### config.mk
export PLATFORM = sky130hd
export DESIGN_NAME = computer_v2
export DESIGN_NICKNAME = d
export VERILOG_FILES = /design/src/rtl/computer_v2.sv
export SDC_FILE = /design/constraint.sdc
export NUM_CORES = 1
export LEC_CHECK = 0
export ABC_AREA = 1
export BUFFER_PORTS_ARGS = -buffer_cell sky130_fd_sc_hd__buf_2
export CAP_MARGIN = 20
export CORE_MARGIN = 2
export CORE_UTILIZATION = 30
export DETAILED_ROUTE_END_ITERATION = 16
export PLACE_DENSITY = 0.46
export SLEW_MARGIN = 15
export SYNTH_ARGS = -nofsm -noshare
export SYNTH_HDL_FRONTEND = slang
export SYNTH_SLANG_ARGS = --single-unit
### constraint.sdc
create_clock -name clk -period 5.4 [get_ports clk]
set_clock_uncertainty 0.1 [all_clocks]
set_input_delay 0.27 -clock clk [delete_from_list [all_inputs] [get_ports clk]]
set_output_delay 0.27 -clock clk [all_outputs]
set_load 0.02 [all_outputs]
### src/rtl/computer_v2.sv
// rtl/computer_v2.sv - single-cycle accumulator-style computer with ALU, flags, jumps and halt
// Executes one instruction per enabled cycle from an external combinational program memory.
module computer_v2 #(
  parameter int DW = 8,
  parameter int AW = 6,
  localparam int IW = DW + 9
) (
  input  logic          clk,
  input  logic          reset,
  input  logic          en,
  input  logic [IW-1:0] instr,
  output logic [AW-1:0] pc,
  output logic [DW-1:0] alu_out,
  output logic [DW-1:0] reg_a,
  output logic [DW-1:0] reg_b,
  output logic [3:0]    flags,
  output logic          halted,
  output logic [15:0]   instret
);

  typedef enum logic {
    ST_RUN  = 1'b0,
    ST_HALT = 1'b1
  } state_t;

  localparam logic [2:0] OP_ADD = 3'b000;
  localparam logic [2:0] OP_SUB = 3'b001;
  localparam logic [2:0] OP_AND = 3'b010;
  localparam logic [2:0] OP_OR  = 3'b011;
  localparam logic [2:0] OP_XOR = 3'b100;
  localparam logic [2:0] OP_NOT = 3'b101;
  localparam logic [2:0] OP_SHL = 3'b110;
  localparam logic [2:0] OP_SHR = 3'b111;

  localparam logic [2:0] JC_ALU  = 3'b000;
  localparam logic [2:0] JC_JMP  = 3'b001;
  localparam logic [2:0] JC_JEQ  = 3'b010;
  localparam logic [2:0] JC_JNE  = 3'b011;
  localparam logic [2:0] JC_JGT  = 3'b100;
  localparam logic [2:0] JC_JLT  = 3'b101;
  localparam logic [2:0] JC_JCS  = 3'b110;
  localparam logic [2:0] JC_HALT = 3'b111;

  state_t        state_q, state_d;
  logic [AW-1:0] pc_q, pc_d;
  logic [DW-1:0] reg_a_q, reg_a_d;
  logic [DW-1:0] reg_b_q, reg_b_d;
  logic [3:0]    flags_q, flags_d;
  logic [15:0]   instret_q, instret_d;

  logic [DW-1:0] lit;
  logic [2:0]    op;
  logic          ld_a, ld_b, sel_b;
  logic [2:0]    jc;

  assign lit   = instr[DW-1:0];
  assign op    = instr[DW+2:DW];
  assign ld_a  = instr[DW+3];
  assign ld_b  = instr[DW+4];
  assign sel_b = instr[DW+5];
  assign jc    = instr[DW+8:DW+6];

  logic [DW-1:0] opa, opb, res;
  logic [DW:0]   sum_w, diff_w;
  logic          c_out, v_out;
  logic [3:0]    alu_flags;

  always_comb begin
    opa    = reg_a_q;
    opb    = sel_b ? lit : reg_b_q;
    sum_w  = {1'b0, opa} + {1'b0, opb};
    diff_w = {1'b0, opa} - {1'b0, opb};
    res    = '0;
    c_out  = 1'b0;
    v_out  = 1'b0;
    case (op)
      OP_ADD: begin
        res   = sum_w[DW-1:0];
        c_out = sum_w[DW];
        v_out = (opa[DW-1] == opb[DW-1]) && (res[DW-1] != opa[DW-1]);
      end
      OP_SUB: begin
        // Top bit of the widened difference is the unsigned borrow (a < b).
        res   = diff_w[DW-1:0];
        c_out = diff_w[DW];
        v_out = (opa[DW-1] != opb[DW-1]) && (res[DW-1] != opa[DW-1]);
      end
      OP_AND: res = opa & opb;
      OP_OR:  res = opa | opb;
      OP_XOR: res = opa ^ opb;
      OP_NOT: res = ~opa;
      OP_SHL: begin
        res   = {opa[DW-2:0], 1'b0};
        c_out = opa[DW-1];
      end
      OP_SHR: begin
        res   = {1'b0, opa[DW-1:1]};
        c_out = opa[0];
      end
      default: res = '0;
    endcase
    alu_flags = {(res == '0), res[DW-1], c_out, v_out};
  end

  logic taken;

  always_comb begin
    taken = 1'b0;
    case (jc)
      JC_JMP:  taken = 1'b1;
      JC_JEQ:  taken = flags_q[3];
      JC_JNE:  taken = !flags_q[3];
      JC_JGT:  taken = !flags_q[3] && !flags_q[2];
      JC_JLT:  taken = flags_q[2];
      JC_JCS:  taken = flags_q[1];
      default: taken = 1'b0;
    endcase
  end

  always_comb begin
    state_d   = state_q;
    pc_d      = pc_q;
    reg_a_d   = reg_a_q;
    reg_b_d   = reg_b_q;
    flags_d   = flags_q;
    instret_d = instret_q;
    if (en && state_q == ST_RUN) begin
      if (jc == JC_HALT) begin
        state_d = ST_HALT;
      end else begin
        instret_d = (instret_q == 16'hFFFF) ? instret_q : instret_q + 16'd1;
        if (jc == JC_ALU) begin
          if (ld_a) reg_a_d = res;
          if (ld_b) reg_b_d = res;
          flags_d = alu_flags;
          pc_d    = pc_q + AW'(1);
        end else begin
          pc_d = taken ? lit[AW-1:0] : pc_q + AW'(1);
        end
      end
    end
  end

  always_ff @(posedge clk) begin
    if (reset) begin
      state_q   <= ST_RUN;
      pc_q      <= '0;
      reg_a_q   <= '0;
      reg_b_q   <= '0;
      flags_q   <= '0;
      instret_q <= '0;
    end else begin
      state_q   <= state_d;
      pc_q      <= pc_d;
      reg_a_q   <= reg_a_d;
      reg_b_q   <= reg_b_d;
      flags_q   <= flags_d;
      instret_q <= instret_d;
    end
  end

  assign pc      = pc_q;
  assign alu_out = res;
  assign reg_a   = reg_a_q;
  assign reg_b   = reg_b_q;
  assign flags   = flags_q;
  assign halted  = (state_q == ST_HALT);
  assign instret = instret_q;

endmodule

======== Word-level counts from Yosys, hierarchy flattened ========
Cells that the tools add are included.
Widths: inputs -> output; s select.
word-level totals
  output and inout port bits .............. 51
  input port bits ......................... 20
  register bits after elaboration ......... 43
cells by class
  add/sub/neg operators ................... 4
  multiplexer cells ....................... 7
  bitwise gates (word level) .............. 7
  reductions and logical operators ........ 15
  equality and inequality tests ........... 19
operator list
  kind                   count
  $pmux 8 s8             1
  $eq 3x3->1 const B     8
  $add 16x1->16 const B  1
  $eq 16x16->1 const B   1
  $eq 3x2->1 const B     4
  $mux 6                 2
  $add 8x8->9            1
  $sub 8x8->9            1
  $and 8x8->8            1
  $logic_not 8->1        1
  $mux 8                 1
  $not 8->8              1
  $or 8x8->8             1
  $reduce_and 4->1       2
  $xor 8x8->8            1
  $add 6x1->6 const B    1
  $eq 3x1->1 const B     2
  $logic_not 3->1        2
  $pmux 1 s6             1
  $reduce_and 3->1       2
  $logic_and 1x1->1      4
  $pmux 1 s4             1
  $reduce_and 2->1       2
  $ne 1x1->1             3
  4 further kinds        7

======== Logic depth before layout (Yosys ltp) ========
  depth in word-level cells ............... 5
  gate-level depth with buffers ........... 18

======== Least setup slack after synthesis ========
OpenSTA, ideal clock, no wires.
  kind .................................... input port to flip-flop
  from .................................... input instr[13]
  to ...................................... register flags_q[3], in the netlist flags[3]
  buffers on the path ..................... 1
  cell stages on the path ................. 12
  setup time .............................. 0.071 ns
  data required time ...................... 5.229 ns
  arrival ................................. 2.323 ns
  slack ................................... 2.907 ns
  cells stage by stage .................... clkbuf_1 o21ai_0 ha_1 nor2_2 nand3_1 nand3_1 nand2_1 nand3_1 nand3_1 nor2_1 nand4_1 a21oi_1
on the way
  cells in the longest elaborated chain, start to end .. 4
RTL lines
  element                              RTL line  source
  start, declared                      11        input logic [IW-1:0] instr,
  $mux 8 *                             70        opb = sel_b ? lit : reg_b_q;
  $sub 8x8->9 (tied with other cells)  72        diff_w = {1'b0, opa} - {1'b0, opb};
  $pmux 8 s8 *                         76        case (op)
  named net alu_out[5]                 13        output logic [DW-1:0] alu_out,
  $logic_not 8->1 *                    102       alu_flags = {(res == '0), res[DW-1], c_out, v_out};
  end signal, assigned                 157       flags_q <= flags_d;
  end, declared                        48        logic [3:0] flags_q, flags_d;
Mark *: on every way through the listed nets, which the timed path passes. The rest lies on a longest branch.
A chain may end at the register's enable or synchronous reset.

======== Worst setup path after layout ========
  from .................................... register reg_b_q[1], in the netlist reg_b[1]
  to ...................................... output alu_out[7]
on the way
  cells in the longest elaborated chain, start to end .. 3
RTL lines
  element                                     RTL line  source
  start, declared                             47        logic [DW-1:0] reg_b_q, reg_b_d;
  start signal, assigned                      156       reg_b_q <= reg_b_d;
  $mux 8 *                                    70
  $sub 8x8->9 or $add 8x8->9 (tied branches)  72, 71
  $pmux 8 s8 *                                76
  end, declared                               13
Mark *: on every way between the ends. The rest lies on a longest branch, timed or not.

==> impl_metrics.py <==
metrics = {
    "critical_path": {
        "timing.setup.critical_path_class": "flop to output port",
        "path_common_cell": "nand2_1",
        "critical-path-top-delay-family": "simple AND/OR/NAND/NOR gates",
        "crit-reg2reg-capture": "flags[3]",
        "crit_buf_inv": 1,
        "crit_chain": "o21ai_0 > ha_1 > nor2_2 > nand2_1 > nand2_1 > nand2_1 > nand2_1 > nand2_1 > nand3_1 > nand3_2 > buf_2",
        "critical_path.max_stage_delay_ns": 0.77,
        "r2r_start": "reg_b[1]",
        "cp-start-kind": "flop",
        "crit_required_ns": 5.03,
        "startpoint": "reg_b[1]",
        "cell_with_the_biggest_individual_delay_on_the_critical_path": "o21ai_0",
        "r2r_slack_ns": 2.51,
        "r2r.worst_path.cells": 13,
        "worst_setup_path_end_kind": "output port",
        "cp_max_fo": 5,
        "worstPathArrival_ns": 2.84,
    },
    "cts": {
        "clock_tree.root_cell": "clkbuf_16",
        "cts_htree_levels": 2,
        "cts_tree": "yes",
        "post_cts_resize_count": 0,
        "clk_path_buf_depth": 2,
        "cts.clk_slew.worst_paths_ns": 0.06,
        "post-cts-setup-buffer-count": 0,
        "tritoncts_num_sinks": 43,
        "clkLatencyLatePin_ns": 0.30,
        "hold_buffers": 0,
        "cts_inserted_buffers": 5,
    },
    "synthesis": {
        "number_of_enable_flip_flop_cells_after_synthesis": 0,
        "syn-cell-area_um2": 3810,
        "synth_cell_type_count": 43,
        "synth-seq-area-share": 0.226,
        "yosys_warnings": 0,
        "async_flop_share": 0,
        "gate_count_of_the_mapped_netlist": 599,
        "synth-main-ff-cell": "dfxtp_1",
        "post_synth.cell_area_avg_um2": 6.35,
        "synth.ff_latch_count": 43,
        "synthesis.nets": 651,
    },
    "timing": {
        "report.final.setup_viol": 0,
        "fin_setup_tns_ns": 0,
        "fin_crit_ns": 3.21,
        "max-slew-margin-rel": 0.342,
        "final_report_hold_violation_count": 0,
        "max_freq_ghz": 0.312,
        "rsz0062_at_grt": "no",
        "tightest_slew_ns": 0.977,
        "slew_viol_final": 0,
        "fin_worst_hold_slack_ns": 0.214,
        "finalCritPeriodShare": 0.594,
    },
    "routing": {
        "drc_errors": 0,
        "wirelength_um": 12700,
        "dr_total_vias": 4034,
        "drt-wirelength-per-cell_um": 15.2,
        "violation_count_after_the_first_detailed_routing_iteration": 391,
        "drt.antenna.violating_nets": 0,
        "detail_route.first_pass.iterations": 5,
        "viasPerCell": 4.85,
    },
    "global_route": {
        "antenna_violations_before_repair": 0,
        "global_route_wire_length_before_repair_um": 20100,
        "globalRouteTotalUtil": 0.192,
        "overflow": 0,
        "first_global_vias": 3787,
        "grt_max_degree": 24,
    },
    "hold_path": {
        "destination_of_the_worst_hold_path": "pc[0]",
        "hold_class": "input port to flop",
        "hold_path_depth": 5,
        "min_delay_startpoint": "instr[0]",
    },
    "floorplan": {
        "initial_utilization": 0.304,
        "core_region_area_um2": 12500,
        "die_w_um": 117,
        "num_rows": 41,
        "die_height_um": 117,
        "floorplan.die_area_um2": 13600,
        "ios": 71,
    },
    "power_and_ir_drop": {
        "power_per_cell_area_nw_per_um2": 211,
        "vdd_drop_max_uv": 155,
        "p_leak_nw": 2.26,
    },
    "placement": {
        "post-dp-hpwl_um": 9810,
        "numPortBuffers": 70,
        "routabilityCongestion": 0.948,
    },
    "finish": {
        "area_delta_synth_final_pct": 16.0,
        "final_common_cell": "nand2_1",
        "mostFrequentLayoutCells": "128 x nand2_1, 97 x inv_1, 70 x buf_2, 58 x nor2_1, 52 x o21ai_0",
        "num_antenna_cells": 0,
        "layout_cells_sized_above_1": 0.173,
        "num-nets-final": 710,
    },
    "job": {
        "maxCapViolations": 0,
    },
    "run_status": {
        "status": "finished, final reports clean",
    },
}
## metal layers
layer  part of all wire  routed length (µm)  up-vias  global-route usage
met1               0.46                5890     1836               0.261
li1                   -                   -     2048                   -
met2               0.45                5750      130               0.316
met5                  0                   0        -                   0
met4              0.017                 221        0              0.0494
met3              0.063                 804       20              0.0348
## cell usage after synthesis (2+ instances only)
cell / n / area (µm²)
buf_6: 3 / 33.8
nor3_1: 8 / 40.0
nand3_1: 40 / 200
nor2_4: 4 / 45.0
nor4_1: 2 / 12.5
o211ai_1: 2 / 15.0
nand3_2: 7 / 70.1
o21ai_1: 2 / 10.0
xor2_1: 3 / 26.3
nand3_4: 2 / 35.0
nand2_1: 128 / 480
nor3b_1: 2 / 15.0
o21bai_1: 4 / 30.0
xnor2_1: 6 / 52.6
nor2_2: 4 / 25.0
nand4_1: 17 / 106
dfxtp_1: 43 / 861
fa_1: 2 / 40.0
ha_1: 30 / 375
inv_2: 4 / 15.0
o21ai_0: 52 / 260
buf_4: 6 / 45.0
a21oi_1: 41 / 205
nand2_4: 2 / 22.5
nor2_1: 58 / 218
nand3b_1: 2 / 15.0
nand2_2: 5 / 31.3
inv_6: 2 / 17.5
clkbuf_1: 6 / 22.5
inv_1: 97 / 364
a21oi_2: 2 / 17.5
o22ai_1: 2 / 12.5
## power by group
part / internal (W) / switching, W / total, W / leakage, nW
Sequential: 0.000326 / 0.0000106 / 0.000337 / 0.349
Clock: 0.000219 / 0.000140 / 0.000359 / 0.0838
Combinational: 0.0000701 / 0.000167 / 0.000237 / 1.82
Total: 0.000615 / 0.000318 / 0.000933 / 2.26
## metrics by stage
stage               setup WS, ns  total power (W)  area, µm²  std cells   util
floorplan                   2.91         0.000511       3810        599      -
global placement            2.34         0.000582       4250        823  0.339
detailed placement          2.35         0.000581       4250        823  0.339
CTS                         2.18         0.000948       4420        831  0.353
global route                2.02         0.000985       4420        831  0.353
finish                      2.19         0.000933       4420        831  0.353
## worst min-delay path: stages
cell and delay [ns]:
buf_2 0.09, nand2_1 0.05, o21ai_0 0.06, o21ai_0 0.07, inv_1 0.04
## state kept, by name (all words and copies together) (netlist names)
name	cells
flags	4
halted	1
instret	16
pc	6
reg_a	8
reg_b	8
## layout make-up
type / instances / area (µm²)
Fill cell: 1439 / 8100
Multi-Input combinational cell: 433 / 2410
Sequential cell: 43 / 861
Inverter: 105 / 407
Timing Repair Buffer: 70 / 350
Tap cell: 172 / 215
Clock buffer: 5 / 125
Clock inverter: 3 / 43.8
## worst max path at each step
stage	end	depth (start not counted)	slack, ns
global placement	flags[3]	14	2.34
detailed placement	alu_out[7]	12	2.35
finish	alu_out[7]	11	2.19
CTS	alu_out[7]	11	2.18
floorplan	flags[3]	12	2.91
global route	alu_out[7]	11	2.02
## cells by family after synthesis
group / after synthesis / synth area share
flops: 43 / 0.226
xor+xnor: 9 / 0.0207
simple gates: 284 / 0.352
buf+inv: 123 / 0.139
fa+ha+maj: 32 / 0.109
compound gates: 108 / 0.153
No activity file was read; power rests on OpenSTA's default activity.
